[src/rtl/fc_func_pkg.sv]
// Shared types and helpers for the fc_func_pipe function unit.
// Holds the sweep FSM state encoding, a clog2 that never returns 0, and an unsigned clamp.
package fc_func_pkg;

    typedef enum logic [2:0] {
        S_IDLE  = 3'd0,
        S_WAIT  = 3'd1,
        S_ISSUE = 3'd2,
        S_DRAIN = 3'd3,
        S_DONE  = 3'd4
    } t_fc_func_pipe_state;

    function automatic int safe_clog2(input int n);
        if (n < 2) begin
            return 1;
        end else begin
            return $clog2(n);
        end
    endfunction

    // Clamp a signed value into [0, 2^width-1].
    function automatic logic [63:0] saturate(input logic signed [63:0] val, input int width);
        logic signed [63:0] max_v;
        max_v = (64'sd1 <<< width) - 64'sd1;
        if (val < 64'sd0) begin
            return 64'd0;
        end else if (val > max_v) begin
            return max_v;
        end else begin
            return val;
        end
    endfunction

endpackage

[src/rtl/fc_func_act.sv]
// One (h,c) lane: vertical tile sum, ReLU, right-shift requantisation and saturation.
// FC_FUNC_PIPE_ROUND_EN selects round-half-up before the shift; otherwise the shift truncates.
module fc_func_act
    import fc_func_pkg::*;
#(
    parameter int DATA_SIZE      = 8,
    parameter int OBUF_DATA_SIZE = 24,
    parameter int V_CIM_TILES    = 1,
    parameter int ACC_W          = OBUF_DATA_SIZE + $clog2(V_CIM_TILES) + 1,
    localparam int SHIFT_W       = safe_clog2(ACC_W)
) (
    input  logic [V_CIM_TILES-1:0][OBUF_DATA_SIZE-1:0] i_data,
    input  logic [SHIFT_W-1:0]                         i_shift,
    output logic [DATA_SIZE-1:0]                       o_act
);

    localparam int EXT_W = ACC_W + 1;

    logic signed [ACC_W-1:0] acc_s;
    logic signed [EXT_W-1:0] ext_s;
    logic signed [EXT_W-1:0] rnd_s;
    logic signed [EXT_W-1:0] q_s;

    // Sum sign-extended tiles, optionally add the rounding half, shift and clamp.
    always_comb begin
        acc_s = '0;
        for (int k = 0; k < V_CIM_TILES; k++) begin
            acc_s = acc_s + {{(ACC_W-OBUF_DATA_SIZE){i_data[k][OBUF_DATA_SIZE-1]}}, i_data[k]};
        end
        ext_s = {acc_s[ACC_W-1], acc_s};
`ifdef FC_FUNC_PIPE_ROUND_EN
        if (i_shift != '0) begin
            rnd_s = EXT_W'(1) << (i_shift - SHIFT_W'(1));
        end else begin
            rnd_s = '0;
        end
`else
        rnd_s = '0;
`endif
        q_s = (ext_s + rnd_s) >>> i_shift;
        if (acc_s[ACC_W-1]) begin
            o_act = '0;
        end else begin
            o_act = DATA_SIZE'(saturate(64'(q_s), DATA_SIZE));
        end
    end

endmodule

[src/rtl/fc_func_pipe.sv]
// Function unit between CIM obuf and next-layer input buffer: sweeps obuf, activates, writes, pulses start.
// Build with FC_FUNC_PIPE_ROUND_EN for round-half-up requantisation (see fc_func_act).
module fc_func_pipe
    import fc_func_pkg::*;
#(
    parameter int DATA_SIZE         = 8,
    parameter int XBAR_SIZE         = 256,
    parameter int OBUF_DATA_SIZE    = 2*DATA_SIZE + $clog2(XBAR_SIZE),
    parameter int H_CIM_TILES       = 16,
    parameter int V_CIM_TILES       = 1,
    parameter int NUM_CHANNELS      = 2,
    parameter int ELEMENTS_PER_TILE = XBAR_SIZE / DATA_SIZE,
    parameter int NUM_ADDR          = (ELEMENTS_PER_TILE + NUM_CHANNELS - 1) / NUM_CHANNELS,
    parameter int RD_LATENCY        = 1,
    parameter int ACC_W             = OBUF_DATA_SIZE + $clog2(V_CIM_TILES) + 1,
    parameter int AW                = safe_clog2(NUM_ADDR)
) (
    input  logic                                                          clk,
    input  logic                                                          rst,
    input  logic                                                          i_start,
    output logic                                                          o_ready,
    input  logic                                                          i_cim_ready,
    input  logic [H_CIM_TILES-1:0][NUM_CHANNELS-1:0][V_CIM_TILES-1:0][OBUF_DATA_SIZE-1:0] i_data,
    output logic [AW-1:0]                                                 o_addr,
    input  logic [$clog2(ACC_W)-1:0]                                      i_shift,
    output logic [H_CIM_TILES-1:0][NUM_CHANNELS-1:0][DATA_SIZE-1:0]       o_data,
    output logic [AW-1:0]                                                 o_waddr,
    output logic [NUM_CHANNELS-1:0]                                       o_wmask,
    output logic                                                          o_write_enable,
    input  logic                                                          i_next_ready,
    output logic                                                          o_start
);

    localparam int SHIFT_W = $clog2(ACC_W);

    t_fc_func_pipe_state state_q;
    logic                pend_q;
    logic [SHIFT_W-1:0]  shift_q;
    logic [AW-1:0]       addr_q;
    logic                ready_q;
    logic                start_q;
    logic                we_q;
    logic [AW-1:0]       waddr_q;
    logic [NUM_CHANNELS-1:0] wmask_q;
    logic [H_CIM_TILES-1:0][NUM_CHANNELS-1:0][DATA_SIZE-1:0] data_q;

    logic                issue_s;
    logic                cap_vld_s;
    logic [AW-1:0]       cap_addr_s;
    logic                inflight_s;
    logic [NUM_CHANNELS-1:0] wmask_d;
    logic [H_CIM_TILES-1:0][NUM_CHANNELS-1:0][DATA_SIZE-1:0] act_s;
    logic [H_CIM_TILES-1:0][NUM_CHANNELS-1:0][DATA_SIZE-1:0] data_d;

    assign issue_s = (state_q == S_ISSUE);

    // The capture point is where i_data belongs to the address issued RD_LATENCY cycles earlier.
    if (RD_LATENCY == 0) begin : g_rd0
        assign cap_vld_s  = issue_s;
        assign cap_addr_s = addr_q;
        assign inflight_s = 1'b0;
    end else begin : g_rdn
        logic [RD_LATENCY-1:0]         vld_dly_q;
        logic [RD_LATENCY-1:0][AW-1:0] addr_dly_q;

        // Delay line carrying issued addresses until their read data returns.
        always_ff @(posedge clk or negedge rst) begin
            if (!rst) begin
                vld_dly_q  <= '0;
                addr_dly_q <= '0;
            end else begin
                vld_dly_q[0]  <= issue_s;
                addr_dly_q[0] <= addr_q;
                for (int i = 1; i < RD_LATENCY; i++) begin
                    vld_dly_q[i]  <= vld_dly_q[i-1];
                    addr_dly_q[i] <= addr_dly_q[i-1];
                end
            end
        end

        assign cap_vld_s  = vld_dly_q[RD_LATENCY-1];
        assign cap_addr_s = addr_dly_q[RD_LATENCY-1];
        assign inflight_s = |vld_dly_q;
    end

    for (genvar h = 0; h < H_CIM_TILES; h++) begin : g_h
        for (genvar c = 0; c < NUM_CHANNELS; c++) begin : g_c
            fc_func_act #(
                .DATA_SIZE      (DATA_SIZE),
                .OBUF_DATA_SIZE (OBUF_DATA_SIZE),
                .V_CIM_TILES    (V_CIM_TILES),
                .ACC_W          (ACC_W)
            ) u_act (
                .i_data  (i_data[h][c]),
                .i_shift (shift_q),
                .o_act   (act_s[h][c])
            );
        end
    end

    // Channels past the end of the tile are masked off and forced to zero.
    always_comb begin
        wmask_d = '0;
        data_d  = '0;
        for (int c = 0; c < NUM_CHANNELS; c++) begin
            wmask_d[c] = ((int'(cap_addr_s) * NUM_CHANNELS + c) < ELEMENTS_PER_TILE);
        end
        for (int h = 0; h < H_CIM_TILES; h++) begin
            for (int c = 0; c < NUM_CHANNELS; c++) begin
                if (wmask_d[c]) begin
                    data_d[h][c] = act_s[h][c];
                end else begin
                    data_d[h][c] = '0;
                end
            end
        end
    end

    // Sweep control: accept or park a start, issue every address, drain, pulse start.
    always_ff @(posedge clk or negedge rst) begin
        if (!rst) begin
            state_q <= S_IDLE;
            pend_q  <= 1'b0;
            shift_q <= '0;
            addr_q  <= '0;
            ready_q <= 1'b1;
            start_q <= 1'b0;
        end else begin
            start_q <= 1'b0;
            case (state_q)
                S_IDLE: begin
                    if (i_start && i_cim_ready && i_next_ready) begin
                        shift_q <= i_shift;
                        addr_q  <= '0;
                        ready_q <= 1'b0;
                        state_q <= S_ISSUE;
                    end else if (i_start) begin
                        pend_q  <= 1'b1;
                        ready_q <= 1'b0;
                        state_q <= S_WAIT;
                    end else begin
                        ready_q <= 1'b1;
                    end
                end
                S_WAIT: begin
                    if (pend_q && i_cim_ready && i_next_ready) begin
                        shift_q <= i_shift;
                        addr_q  <= '0;
                        pend_q  <= 1'b0;
                        state_q <= S_ISSUE;
                    end
                end
                S_ISSUE: begin
                    if (addr_q == AW'(NUM_ADDR - 1)) begin
                        state_q <= S_DRAIN;
                    end else begin
                        addr_q <= addr_q + AW'(1);
                    end
                end
                S_DRAIN: begin
                    if (!inflight_s) begin
                        start_q <= 1'b1;
                        state_q <= S_DONE;
                    end
                end
                S_DONE: begin
                    ready_q <= 1'b1;
                    state_q <= S_IDLE;
                end
                default: begin
                    pend_q  <= 1'b0;
                    ready_q <= 1'b1;
                    state_q <= S_IDLE;
                end
            endcase
        end
    end

    // Output write register; address, mask and data hold between writes.
    always_ff @(posedge clk or negedge rst) begin
        if (!rst) begin
            we_q    <= 1'b0;
            waddr_q <= '0;
            wmask_q <= '0;
            data_q  <= '0;
        end else if (cap_vld_s) begin
            we_q    <= 1'b1;
            waddr_q <= cap_addr_s;
            wmask_q <= wmask_d;
            data_q  <= data_d;
        end else begin
            we_q    <= 1'b0;
        end
    end

    assign o_ready        = ready_q;
    assign o_addr         = addr_q;
    assign o_start        = start_q;
    assign o_write_enable = we_q;
    assign o_waddr        = waddr_q;
    assign o_wmask        = wmask_q;
    assign o_data         = data_q;

endmodule
[config.mk]
export PLATFORM = sky130hd
export DESIGN_NAME = fc_func_pipe
export DESIGN_NICKNAME = d
export VERILOG_FILES = /design/src/rtl/fc_func_pkg.sv /design/src/rtl/fc_func_act.sv /design/src/rtl/fc_func_pipe.sv
export SDC_FILE = /design/constraint.sdc
export NUM_CORES = 2
export LEC_CHECK = 0
export ABC_AREA = 1
export ABC_CLOCK_PERIOD_IN_PS = 5400
export CAP_MARGIN = 20
export CORE_AREA = 4 4 411 413
export CTS_CLUSTER_DIAMETER = 50
export DETAILED_ROUTE_END_ITERATION = 6
export DIE_AREA = 0 0 415 417
export GPL_ROUTABILITY_DRIVEN = 1
export PLACE_DENSITY = 0.56
export SLEW_MARGIN = 20
export SYNTH_ARGS = -nofsm -noshare
export SYNTH_HDL_FRONTEND = slang
export SYNTH_HIERARCHICAL = 1
export SYNTH_SLANG_ARGS = --single-unit
export TNS_END_PERCENT = 1
[constraint.sdc]
create_clock -name clk -period 5.4 [get_ports clk]
set_input_delay 1.35 -clock clk [delete_from_list [all_inputs] [get_ports clk]]
set_output_delay 1.35 -clock clk [all_outputs]
set_load 0.02 [all_outputs]
==> summary.md <==
| Metric | Value |
|---|---|
| Die Area | `173000 µm²` |
| Synth top area share | `between 30 and 40%` |
| Setup_tns | `0 ns` |
| Outcome | `finished, final reports clean` |
| Fin area | `around 60000 µm²` |
| Final period utilization | `between 60% and 70%` |
| WL/cell | `approximately 19 µm` |
| Clock-pin transition on the worst setup and hold timing paths | `roughly 0.05 ns` |
| Top Ports | `between 1000 and 1500` |
| Root buffer cell | `clkbuf_16` |
| Crit path cell chain | `buf_4 > inv_1 > nand2_1 > nand3_1 > nand2_1 > nor2_1 > nor3b_1 > nand3_1 > nand2_2 > nand2_1 > nand2_1 > nand2_1` |
| Initial antenna violation count | `83` |
| Cell Area, Placed | `57700 µm²` |
| Mapped Cells | `just over 9000` |
| GPL Wtd Cong | `roughly 0.95` |
| Synth Net Count | `just over 10000` |
| Synth area leader | `nand2_1` |
| Leak Pwr | `~30 nW` |
| Detailed placement HPWL | `around 180000 µm` |
| Routing usage on met3 | `just under 4%` |
| Top delay family on crit path | `simple AND/OR/NAND/NOR gates` |
| Share of layout cells above drive strength 1 | `between 3 and 4%` |
| Cts hold-fix bufs | `0` |
| Max transition margin | `30.3%` |
| Crit Path Category | `reg2reg` |
| Cts bufs inserted | `70` |
| Max-cap violations | `0` |
| Post-synth top cells | `nand2_1 (4647), nand3_1 (1802), o21ai_0 (583), nor2_1 (487), inv_1 (366)` |
| Post-synth EDFFs | `0` |
| Drt pass-1 iters | `6` |
| Tmin final | `around 3.5 ns` |
| Mean Syn Cell Area | `approximately 5.0 µm²` |
| First-pass GRT wire length | `around 350000 µm` |
| Slack of the worst reg-to-reg path | `1.93 ns` |
| Post-DRT Antenna Nets | `0` |
| Starting Density | `between 20% and 30%` |
| #FFs+latches synth | `282` |
| Htree depth | `3` |
| Finish-stage setup viols | `0` |
| Grt met1 use | `29.2%` |
| Clk_skew | `roughly 0.037 ns` |
| Final hold violations | `0` |
| VDD IR max | `0.328 mV` |
| Synth-to-layout area growth | `29.8%` |
| Crit Path Max Fanout | `53` |
| Cell Rows | `between 100 and 150` |
| Top cells by area, synth | `nand2_1 (38%), nand3_1 (19%), dfrtp_1 (15%)` |
| Pin count of the biggest net entering global routing | `around 160` |
| CTS Sinks | `between 200 and 300` |
| CTS tree | `done` |
| GRT overflow | `0` |
| Die Y | `~420 µm` |
| Setup Fix Bufs, Post-CTS | `0` |
| Post-synth cell types | `32` |
| Slowest cell on crit path | `dfrtp_4` |
| Number of port buffers | `~1000` |
| Clk Latency, worst-skew pair | `just under 0.7 ns` |
| Crit path DAT | `4.03 ns` |
| Seq/Total Area, Yosys | `approximately 15%` |
| Crit start category | `register` |
| Worst-Margin Slew | `~1.0 ns` |
| Util after Layout | `a little over a third` |
| # DRC | `0` |
| Primary FF master, synth | `dfrtp_1` |
| Final slew viol count | `0` |
| Core area | `approximately 160000 µm²` |
| F_max | `0.288 GHz` |
| Most frequent cell after synthesis | `nand2_1` |
| Critical Path Sink Type | `register` |
| DR vias | `63900` |
| Gr busiest metal | `met2` |
| Ys Warns | `6` |
| DRT Wirelength | `228000 µm` |
| Die width | `415 µm` |
| RSZ-0062 raised after global routing | `no` |
| Cell mode on critical path | `nand2_1` |
| Synthesized area | `46400 µm²` |
| PostCTS Resize Cnt | `0` |
| Nets | `~11000` |
| Vias in the first global route | `just under 60000` |
| CTS Buffer Depth | `3` |
| CP Data Required Time | `roughly 6.0 ns` |
| Ys async rst share | `100%` |
| DR vias/cell | `roughly 5.2` |
| Iteration-0 DRC Markers | `about 5300` |
| CP max stage delay | `between 0.9 and 1 ns` |
| CP bufs+invs | `2` |
| Min-delay worst type | `reg2reg` |
| GRT Total Usage | `approximately 25%` |
| Power Dens Cells | `approximately 650 nW/µm²` |
| Met2 usage | `around 43%` |
## state kept, by name, indices dropped and copies added (netlist names)
signal          cells
o_data            256
o_write_enable      1
pend_q              1
state_q             3
o_addr              4
o_wmask             1
o_waddr             4
shift_q             5
cap_vld_s           1
o_start             1
cap_addr_s          4
o_ready             1
## metrics by stage
stage / setup WS (ns) / power, W / hold slack, ns / std cells
after floorplan: 0.354 / 0.0263 / 0.349 / 9337
after global placement: 1.95 / 0.0348 / 0.433 / 12100
after detailed placement: 1.98 / 0.0347 / 0.443 / 12100
after CTS: 1.89 / 0.0394 / 0.443 / 12200
after global routing: 1.63 / 0.0436 / 0.464 / 12300
final: 1.93 / 0.0393 / 0.436 / 12300
## cell usage in the layout, fill, tap and decap left out, types with 19 or more instances in the layout
cell | synthesis | layout
a21oi_1 | 97 | 97
a22oi_1 | 32 | 32
buf_12 | 0 | 19
buf_4 | 43 | 56
clkbuf_16 | 0 | 70
clkdlybuf4s50_1 | 0 | 1045
dfrtp_1 | 281 | 275
diode_2 | 0 | 63
inv_1 | 366 | 366
inv_2 | 65 | 64
nand2_1 | 4647 | 4647
nand2_2 | 32 | 32
nand3_1 | 1802 | 1802
nand4_1 | 65 | 65
nor2_1 | 487 | 487
nor3b_1 | 32 | 32
o211ai_1 | 160 | 160
o21ai_0 | 583 | 583
o22ai_1 | 64 | 64
or2_2 | 66 | 66
## cells by family (layout without fill, tap and decap cells)
kind of cell             Yosys count  count (layout)  share of synthesized area (%)
flip-flops                       282             282                           15.2
adder cells (fa/ha/maj)            1               1                         0.0269
buffers and inverters            970            1682                           9.59
AND/OR/NAND/NOR                 7140            7140                           63.8
AO/OA/AOI/OAI                    943             943                           11.4
XOR/XNOR                           1               1                         0.0189
other                              0              63                              0
## report_power, final
group	leakage, nW	total (W)	internal, W	switching [W]
sequential	3.49	0.00436	0.00315	0.00121
clock	1.20	0.00450	0.00281	0.00169
combinational	25.5	0.0305	0.00997	0.0205
total	30.2	0.0393	0.0159	0.0234
## cell type report
class | instances | area (µm²)
fillers | 18800 | 105000
multi-input cells | 8085 | 34900
repair buffers | 1121 | 11300
flip-flops and latches | 282 | 7080
well taps | 2189 | 2740
clock buffers | 79 | 1830
inverters | 431 | 1630
clock inverters | 51 | 628
diodes | 63 | 158
## worst reg2reg max path, stage by stage (launching register included)
cell	delay [ns]
dfrtp_4	0.97
buf_4	0.60
inv_1	0.45
nand2_1	0.21
nand3_1	0.08
nand2_1	0.12
nor2_1	0.06
nor3b_1	0.25
nand3_1	0.12
nand2_2	0.16
nand2_1	0.09
nand2_1	0.18
nand2_1	0.09
## metal layers
metal | up-vias | wire (µm)
li1 | 31900 | -
met1 | 29500 | 92400
met2 | 2112 | 110000
met3 | 422 | 12300
met4 | 18 | 13300
met5 | - | 122
## path summary, 6_finish.rpt
| check | from | end | cells past startpoint |
|---|---|---|---|
| max | shift_q[1] | o_data[18] | 12 |
| max in group asynchronous | rst | cap_vld_s | 2 |
| max reg2reg | shift_q[1] | o_data[18] | 12 |
| min reg2reg | cap_addr_s[0] | o_waddr[0] | 2 |
| min in group asynchronous | rst | o_write_enable | 1 |
| min | cap_addr_s[0] | o_waddr[0] | 2 |
(Power assumes the default switching activity.)
